[src/rtl/dfx_axil_decoupler.sv]
// dfx_axil_decoupler: AXI4-Lite isolation stage in front of a DFX reconfigurable partition.
// Traffic is answered locally with SLVERR while decoupled or after an RP timeout.
module dfx_axil_decoupler #(
    parameter int unsigned TIMEOUT_CYCLES = 1024,
    parameter logic [31:0] ERR_RDATA      = 32'hDEADBEEF
) (
    input  logic        AxiBusClock,
    input  logic        xAxiBusReset_n,
    input  logic        decouple,
    input  logic        clear_timeout,
    output logic        decouple_status,
    output logic        rp_timeout,
    input  logic [31:0] sPcie_AXI_awaddr,
    input  logic [2:0]  sPcie_AXI_awprot,
    input  logic        sPcie_AXI_awvalid,
    output logic        sPcie_AXI_awready,
    input  logic [31:0] sPcie_AXI_wdata,
    input  logic [3:0]  sPcie_AXI_wstrb,
    input  logic        sPcie_AXI_wvalid,
    output logic        sPcie_AXI_wready,
    output logic [1:0]  sPcie_AXI_bresp,
    output logic        sPcie_AXI_bvalid,
    input  logic        sPcie_AXI_bready,
    input  logic [31:0] sPcie_AXI_araddr,
    input  logic [2:0]  sPcie_AXI_arprot,
    input  logic        sPcie_AXI_arvalid,
    output logic        sPcie_AXI_arready,
    output logic [31:0] sPcie_AXI_rdata,
    output logic [1:0]  sPcie_AXI_rresp,
    output logic        sPcie_AXI_rvalid,
    input  logic        sPcie_AXI_rready,
    output logic [31:0] mRp_AXI_awaddr,
    output logic [2:0]  mRp_AXI_awprot,
    output logic        mRp_AXI_awvalid,
    input  logic        mRp_AXI_awready,
    output logic [31:0] mRp_AXI_wdata,
    output logic [3:0]  mRp_AXI_wstrb,
    output logic        mRp_AXI_wvalid,
    input  logic        mRp_AXI_wready,
    input  logic [1:0]  mRp_AXI_bresp,
    input  logic        mRp_AXI_bvalid,
    output logic        mRp_AXI_bready,
    output logic [31:0] mRp_AXI_araddr,
    output logic [2:0]  mRp_AXI_arprot,
    output logic        mRp_AXI_arvalid,
    input  logic        mRp_AXI_arready,
    input  logic [31:0] mRp_AXI_rdata,
    input  logic [1:0]  mRp_AXI_rresp,
    input  logic        mRp_AXI_rvalid,
    output logic        mRp_AXI_rready
);
    localparam int CW = (TIMEOUT_CYCLES > 1) ? $clog2(TIMEOUT_CYCLES) : 1;
    localparam logic [CW-1:0] CNT_MAX = CW'(TIMEOUT_CYCLES - 1);

    typedef enum logic [1:0] {W_IDLE, W_ISSUE, W_WAIT, W_RESP} wr_state_t;
    typedef enum logic [1:0] {R_IDLE, R_ISSUE, R_WAIT, R_RESP} rd_state_t;

    wr_state_t r_wst;
    rd_state_t r_rst;
    logic          r_rst_done, r_rp_timeout, r_dec_status;
    logic          r_aw_full, r_w_full, r_ar_full;
    logic [31:0]   r_awaddr, r_wdata, r_araddr, r_rdata;
    logic [2:0]    r_awprot, r_arprot;
    logic [3:0]    r_wstrb;
    logic          r_m_awvalid, r_m_wvalid, r_m_arvalid;
    logic [1:0]    r_bresp, r_rresp;
    logic [CW-1:0] r_wcnt, r_rcnt;

    logic w_dec_eff, w_to_nxt;
    logic w_aw_hs, w_w_hs, w_wr_both, w_wr_busy, w_wr_ack, w_wr_to, w_wr_busy_nxt;
    logic w_ar_hs, w_rd_both, w_rd_busy, w_rd_ack, w_rd_to, w_rd_busy_nxt;

    assign w_dec_eff = decouple | r_rp_timeout;

    assign w_aw_hs       = sPcie_AXI_awvalid & sPcie_AXI_awready;
    assign w_w_hs        = sPcie_AXI_wvalid & sPcie_AXI_wready;
    assign w_wr_both     = (r_wst == W_IDLE) & (r_aw_full | w_aw_hs) & (r_w_full | w_w_hs);
    assign w_wr_busy     = (r_wst == W_ISSUE) | (r_wst == W_WAIT);
    assign w_wr_ack      = (r_wst == W_WAIT) & mRp_AXI_bvalid;
    assign w_wr_to       = w_wr_busy & (r_wcnt == CNT_MAX) & ~w_wr_ack;
    assign w_wr_busy_nxt = (w_wr_both & ~w_dec_eff) | (w_wr_busy & ~w_wr_ack & ~w_wr_to);

    assign w_ar_hs       = sPcie_AXI_arvalid & sPcie_AXI_arready;
    assign w_rd_both     = (r_rst == R_IDLE) & (r_ar_full | w_ar_hs);
    assign w_rd_busy     = (r_rst == R_ISSUE) | (r_rst == R_WAIT);
    assign w_rd_ack      = (r_rst == R_WAIT) & mRp_AXI_rvalid;
    assign w_rd_to       = w_rd_busy & (r_rcnt == CNT_MAX) & ~w_rd_ack;
    assign w_rd_busy_nxt = (w_rd_both & ~w_dec_eff) | (w_rd_busy & ~w_rd_ack & ~w_rd_to);

    // A new timeout wins over a same-cycle clear.
    assign w_to_nxt = w_wr_to | w_rd_to | (r_rp_timeout & ~clear_timeout);

    assign sPcie_AXI_awready = r_rst_done & (r_wst == W_IDLE) & ~r_aw_full;
    assign sPcie_AXI_wready  = r_rst_done & (r_wst == W_IDLE) & ~r_w_full;
    assign sPcie_AXI_bvalid  = (r_wst == W_RESP);
    assign sPcie_AXI_bresp   = r_bresp;
    assign sPcie_AXI_arready = r_rst_done & (r_rst == R_IDLE) & ~r_ar_full;
    assign sPcie_AXI_rvalid  = (r_rst == R_RESP);
    assign sPcie_AXI_rdata   = r_rdata;
    assign sPcie_AXI_rresp   = r_rresp;

    assign mRp_AXI_awaddr  = r_awaddr;
    assign mRp_AXI_awprot  = r_awprot;
    assign mRp_AXI_awvalid = r_m_awvalid;
    assign mRp_AXI_wdata   = r_wdata;
    assign mRp_AXI_wstrb   = r_wstrb;
    assign mRp_AXI_wvalid  = r_m_wvalid;
    assign mRp_AXI_araddr  = r_araddr;
    assign mRp_AXI_arprot  = r_arprot;
    assign mRp_AXI_arvalid = r_m_arvalid;
    // After a fault, stale RP responses are drained and dropped.
    assign mRp_AXI_bready  = (r_wst == W_WAIT) | r_rp_timeout;
    assign mRp_AXI_rready  = (r_rst == R_WAIT) | r_rp_timeout;

    assign decouple_status = r_dec_status;
    assign rp_timeout      = r_rp_timeout;

    always_ff @(posedge AxiBusClock or negedge xAxiBusReset_n) begin
        if (!xAxiBusReset_n) begin
            r_rst_done   <= 1'b0;
            r_rp_timeout <= 1'b0;
            r_dec_status <= 1'b0;
        end else begin
            r_rst_done   <= 1'b1;
            r_rp_timeout <= w_to_nxt;
            r_dec_status <= (decouple | w_to_nxt) & ~w_wr_busy_nxt & ~w_rd_busy_nxt;
        end
    end

    always_ff @(posedge AxiBusClock or negedge xAxiBusReset_n) begin
        if (!xAxiBusReset_n) begin
            r_wst       <= W_IDLE;
            r_aw_full   <= 1'b0;
            r_w_full    <= 1'b0;
            r_awaddr    <= '0;
            r_awprot    <= '0;
            r_wdata     <= '0;
            r_wstrb     <= '0;
            r_m_awvalid <= 1'b0;
            r_m_wvalid  <= 1'b0;
            r_bresp     <= '0;
            r_wcnt      <= '0;
        end else begin
            if (w_aw_hs) begin
                r_aw_full <= 1'b1;
                r_awaddr  <= sPcie_AXI_awaddr;
                r_awprot  <= sPcie_AXI_awprot;
            end
            if (w_w_hs) begin
                r_w_full <= 1'b1;
                r_wdata  <= sPcie_AXI_wdata;
                r_wstrb  <= sPcie_AXI_wstrb;
            end
            case (r_wst)
                W_IDLE: begin
                    if (w_wr_both && w_dec_eff) begin
                        r_bresp <= 2'b10;
                        r_wst   <= W_RESP;
                    end else if (w_wr_both) begin
                        r_m_awvalid <= 1'b1;
                        r_m_wvalid  <= 1'b1;
                        r_wcnt      <= '0;
                        r_wst       <= W_ISSUE;
                    end
                end
                W_ISSUE: begin
                    r_wcnt      <= r_wcnt + 1'b1;
                    r_m_awvalid <= r_m_awvalid & ~mRp_AXI_awready;
                    r_m_wvalid  <= r_m_wvalid & ~mRp_AXI_wready;
                    if ((~r_m_awvalid | mRp_AXI_awready) && (~r_m_wvalid | mRp_AXI_wready))
                        r_wst <= W_WAIT;
                end
                W_WAIT: begin
                    r_wcnt <= r_wcnt + 1'b1;
                    if (mRp_AXI_bvalid) begin
                        r_bresp <= mRp_AXI_bresp;
                        r_wst   <= W_RESP;
                    end
                end
                default: begin
                    if (sPcie_AXI_bready) begin
                        r_aw_full <= 1'b0;
                        r_w_full  <= 1'b0;
                        r_wst     <= W_IDLE;
                    end
                end
            endcase
            if (w_wr_to) begin
                r_m_awvalid <= 1'b0;
                r_m_wvalid  <= 1'b0;
                r_bresp     <= 2'b10;
                r_wst       <= W_RESP;
            end
        end
    end

    always_ff @(posedge AxiBusClock or negedge xAxiBusReset_n) begin
        if (!xAxiBusReset_n) begin
            r_rst       <= R_IDLE;
            r_ar_full   <= 1'b0;
            r_araddr    <= '0;
            r_arprot    <= '0;
            r_m_arvalid <= 1'b0;
            r_rdata     <= '0;
            r_rresp     <= '0;
            r_rcnt      <= '0;
        end else begin
            if (w_ar_hs) begin
                r_ar_full <= 1'b1;
                r_araddr  <= sPcie_AXI_araddr;
                r_arprot  <= sPcie_AXI_arprot;
            end
            case (r_rst)
                R_IDLE: begin
                    if (w_rd_both && w_dec_eff) begin
                        r_rdata <= ERR_RDATA;
                        r_rresp <= 2'b10;
                        r_rst   <= R_RESP;
                    end else if (w_rd_both) begin
                        r_m_arvalid <= 1'b1;
                        r_rcnt      <= '0;
                        r_rst       <= R_ISSUE;
                    end
                end
                R_ISSUE: begin
                    r_rcnt      <= r_rcnt + 1'b1;
                    r_m_arvalid <= r_m_arvalid & ~mRp_AXI_arready;
                    if (~r_m_arvalid | mRp_AXI_arready)
                        r_rst <= R_WAIT;
                end
                R_WAIT: begin
                    r_rcnt <= r_rcnt + 1'b1;
                    if (mRp_AXI_rvalid) begin
                        r_rdata <= mRp_AXI_rdata;
                        r_rresp <= mRp_AXI_rresp;
                        r_rst   <= R_RESP;
                    end
                end
                default: begin
                    if (sPcie_AXI_rready) begin
                        r_ar_full <= 1'b0;
                        r_rst     <= R_IDLE;
                    end
                end
            endcase
            if (w_rd_to) begin
                r_m_arvalid <= 1'b0;
                r_rdata     <= ERR_RDATA;
                r_rresp     <= 2'b10;
                r_rst       <= R_RESP;
            end
        end
    end
endmodule

[config.mk]
export PLATFORM = sky130hd
export DESIGN_NAME = dfx_axil_decoupler
export DESIGN_NICKNAME = d
export VERILOG_FILES = /design/src/rtl/dfx_axil_decoupler.sv
export SDC_FILE = /design/constraint.sdc
export NUM_CORES = 1
export LEC_CHECK = 0
export BUFFER_PORTS_ARGS = -buffer_cell sky130_fd_sc_hd__buf_2
export CAP_MARGIN = 20
export CORE_AREA = 2 2 156 128
export CTS_CLUSTER_DIAMETER = 80
export CTS_CLUSTER_SIZE = 10
export DETAILED_ROUTE_END_ITERATION = 10
export DIE_AREA = 0 0 158 130
export PLACE_DENSITY = 0.77
export SLEW_MARGIN = 30
export SYNTH_ARGS = -nofsm -noshare
export SYNTH_HDL_FRONTEND = slang
export SYNTH_SLANG_ARGS = --single-unit
export TNS_END_PERCENT = 100
[constraint.sdc]
create_clock -name AxiBusClock -period 2.2 [get_ports AxiBusClock]
set_input_delay 0.11 -clock AxiBusClock [delete_from_list [all_inputs] [get_ports AxiBusClock]]
set_output_delay 0.11 -clock AxiBusClock [all_outputs]
set_load 0.005 [all_outputs]
==> flow_metrics.env <==
export IMPL_status="completed"
export IMPL_ant_nets=0
export IMPL_start_util=0.389
export IMPL_vias=6884
export IMPL_synth_edf_count=0
export IMPL_syn_inst=624
export IMPL_criticalPathCategory="reg2reg"
export IMPL_post_route_min_period_ns=2.15
export IMPL_timing_rr_end="sPcie_AXI_rdata[24]"
export IMPL_hold_viol=0
export IMPL_cts_tree="built"
export IMPL_fp_dieArea_um2=20500
export IMPL_worst_setup_path_end_kind="register"
export IMPL_rr_worst_depth=9
export IMPL_async_flop_share=1.00
export IMPL_p_comb_frac=0.433
export IMPL_slew_limit_headroom=0.643
export IMPL_cts_buffers=17
export IMPL_rows=46
export IMPL_power_leakage_nw=5.63
export IMPL_finClkSkew_ns=0.0164
export IMPL_grt_use_total=0.230
export IMPL_initialDrtViolationCount=375
export IMPL_layout_cells_non_filler=1382
export IMPL_clkPwrFrac=0.202
export IMPL_grt_pass1_vias=7074
export IMPL_die_x_um=158
export IMPL_fmax_mhz=465
export IMPL_drc=0
export IMPL_clkLatencyLatePin_ns=0.42
export IMPL_pwr_share_seq=0.365
export IMPL_crit_end="sPcie_AXI_rdata[24]"
export IMPL_syn_area_per_cell_um2=12.0
export IMPL_synth_seq_cells=175
export IMPL_overflow=0
export IMPL_arrival_ns=2.50
export IMPL_power_density_nw_per_um2=1280
export IMPL_setup_ws_ns=0.0513
export IMPL_hpwl_um=15000
export IMPL_cts_sinks=175
export IMPL_vdd_ir_drop_max_mv=0.755
export IMPL_intPower_mw=9.72
export IMPL_setup_viol=0
export IMPL_place_inst=1194
export IMPL_p_sw_mw=5.39
export IMPL_coreArea_um2=19200
export IMPL_port_buffers=309
export IMPL_dp_slack_ns=-0.0222
export IMPL_synth_area_um2=7470
export IMPL_required_ns=2.55
export IMPL_yosysWarnings=0
export IMPL_finish_utilization=0.615
export IMPL_synthesis_nets=792
export IMPL_rsz0062_at_grt="yes"
export IMPL_crit_path_start="r_rst[1]"
export IMPL_fin_tns_setup_ns=0
export IMPL_tightestPinTransition_ns=0.529
export IMPL_synth_top_flop_cell="dfrtp_1"
export IMPL_grt_pass1_wl_um=36500
export IMPL_top_layer_used="met5"
export IMPL_r2r_start="r_rst[1]"
export IMPL_post_dp_cell_area_um2=9590
export IMPL_final_area_um2=11800
export IMPL_htree_levels=4
export IMPL_layout_drive_gt1_share=0.466
export IMPL_antenna_found_initial=6
export IMPL_synth_cell_type_count=53
export IMPL_route_met3_wl_um=2220
export IMPL_wl_um=24600
export IMPL_grt_max_degree=50
export IMPL_switching_share=0.357
export IMPL_first_pass_iters=5
export IMPL_final_max_slew_viol_count=0
export IMPL_synth_sequential_area_ratio=0.586
export IMPL_maxCapViolCount=0
export IMPL_wl_met2_um=12300
export IMPL_r2r_slack_ns=0.05
export IMPL_gp_congestion=0.838
export IMPL_cts_clk_slew_worst_paths_ns=0.07
export IMPL_cts_buffer_depth=2
export IMPL_hp_class="in2reg"
export IMPL_cp_start_kind="register"
export IMPL_pin_count=310
export IMPL_nNetsFinal=1269
export IMPL_wl_per_cell_um=17.8
export IMPL_crit_path_max_fanout=9
export IMPL_fill_cells=1464
export IMPL_die_h_um=130
export IMPL_cts_root_buf="clkbuf_16"
export IMPL_area_growth_pct=58.3
export IMPL_wl_met1_um=9220
export IMPL_finalCritPeriodShare=0.977
export IMPL_viasPerCell=4.98
-- worst min-delay path by stage --
| stage | end | cells past startpoint | from | slack [ns] |
|---|---|---|---|---|
| after floorplan | decouple_status | 0 | xAxiBusReset_n | -0.19 |
| after global placement | mRp_AXI_awaddr[11] | 1 | xAxiBusReset_n | 0.06 |
| after detailed placement | mRp_AXI_awaddr[11] | 1 | xAxiBusReset_n | 0.06 |
| after CTS | mRp_AXI_awvalid | 4 | mRp_AXI_awready | 0.02 |
| after global routing | mRp_AXI_wvalid | 4 | mRp_AXI_wready | 0.04 |
| final | rp_timeout | 3 | clear_timeout | 0.04 |
-- critical path, stage by stage (launching register included) --
cell and delay, ns:
dfrtp_1 0.38, buf_4 0.15, ha_1 0.19, a21bo_2 0.20, or4_4 0.44, buf_8 0.15
o21ai_4 0.15, clkbuf_16 0.24, nand3_1 0.08, nand2_1 0.09
-- power by group through the flow --
stage / logic (mW) / registers (mW) / clock network [mW]
final: 6.54 / 5.51 / 3.06
after global routing: 7.14 / 5.67 / 3.27
after CTS: 6.01 / 5.41 / 3.12
after detailed placement: 5.78 / 5.45 / 0
after global placement: 5.65 / 5.39 / 0
after floorplan: 3.13 / 5.54 / 0
-- kinds of logic (layout without fill, tap and decap cells) --
kind of cell,after synthesis,count (layout),share of synthesized area
buffers and inverters,44,533,0.0293
AO/OA/AOI/OAI,73,73,0.0680
other,1,6,0.000502
flip-flops,175,175,0.586
adder cells (fa/ha/maj),12,12,0.0201
AND/OR/NAND/NOR,209,209,0.131
multiplexers,110,110,0.165
-- synthesized netlist by cell type, drive strengths merged, types with 2 or more instances --
| cell type | instances | area, µm² |
|---|---|---|
| nand3b | 2 | 15.0 |
| o211ai | 2 | 15.0 |
| o21bai | 2 | 15.0 |
| dfrtp | 175 | 4380 |
| nand2 | 56 | 210 |
| or2 | 6 | 37.5 |
| o311ai | 2 | 17.5 |
| a31oi | 3 | 18.8 |
| o21a | 5 | 37.5 |
| or3 | 2 | 12.5 |
| a21oi | 9 | 45.0 |
| o41ai | 4 | 35.0 |
| o22ai | 4 | 25.0 |
| buf | 12 | 98.8 |
| nor2b | 2 | 12.5 |
| a22o | 3 | 26.3 |
| mux2 | 106 | 1190 |
| or4b | 3 | 30.0 |
| nand3 | 30 | 150 |
| o31ai | 7 | 52.6 |
| a21boi | 2 | 15.0 |
| and3 | 3 | 18.8 |
| nand4 | 2 | 18.8 |
| nor2 | 63 | 236 |
| and2 | 3 | 18.8 |
| o21ai | 17 | 88.8 |
| nand2b | 6 | 37.5 |
| clkbuf | 19 | 71.3 |
| nor3 | 28 | 155 |
| inv | 13 | 48.8 |
| o221ai | 3 | 26.3 |
| mux2i | 4 | 40.0 |
| a22oi | 3 | 22.5 |
| ha | 12 | 150 |
-- sequential cells by signal (all words and copies together), names as in the netlist, 2 cells and up --
signal           cells
mRp_AXI_araddr      32
mRp_AXI_awaddr      32
mRp_AXI_wdata       32
sPcie_AXI_rdata     32
r_rcnt              10
r_wcnt              10
mRp_AXI_wstrb        4
mRp_AXI_arprot       3
mRp_AXI_awprot       3
r_rst                2
r_wst                2
sPcie_AXI_bresp      2
sPcie_AXI_rresp      2
-- through the flow --
stage,hold slack (ns),total power [mW]
floorplan,-0.186,8.66
global placement,0.0564,11.0
detailed placement,0.0594,11.2
CTS,0.0237,14.5
global route,0.0391,16.1
finish,0.0436,15.1
-- cell usage in the layout (no fill, tap or decap), types with 5 or more instances in the layout --
cell type	count
buf_2	308
dfrtp_1	175
dlygate4sd3_1	146
mux2_2	106
nor2_1	63
nand2_1	55
nand3_1	30
nor3_2	25
clkbuf_16	21
buf_4	20
o21ai_0	16
inv_1	12
ha_1	10
a21oi_1	9
buf_12	8
o31ai_1	7
nand2b_1	6
diode_2	5
o21a_1	5
inv_6	5
-- per-layer routing --
metal	GRT usage	vias to the layer above
li1	-	3161
met1	0.255	3336
met2	0.405	325
met3	0.0840	60
met4	0.0933	2
met5	0	-
-- timing repair --
| item | 4_1_cts | 5_1_grt |
|---|---|---|
| buffers inserted | 0 | 1 |
| resized for setup | 1 | 12 |
| endpoints found under the setup margin | 1 | 36 |
| pin swaps | 0 | 6 |
| hold buffers | 146 | 0 |
| gates cloned | 0 | 5 |
| endpoints found under the hold margin | 183 | 0 |
-- layout make-up --
| type | instances | area (µm²) | share of cell area |
|---|---|---|---|
| Tap cell | 264 | 330 | 0.0279 |
| Sequential cell | 175 | 4380 | 0.370 |
| Multi-Input combinational cell | 405 | 3010 | 0.255 |
| Timing Repair Buffer | 489 | 3450 | 0.292 |
| Inverter | 13 | 48.8 | 0.00413 |
| Clock inverter | 12 | 148 | 0.0125 |
| Clock buffer | 19 | 443 | 0.0375 |
| Antenna cell | 5 | 12.5 | 0.00106 |
(Power assumes the default switching activity.)
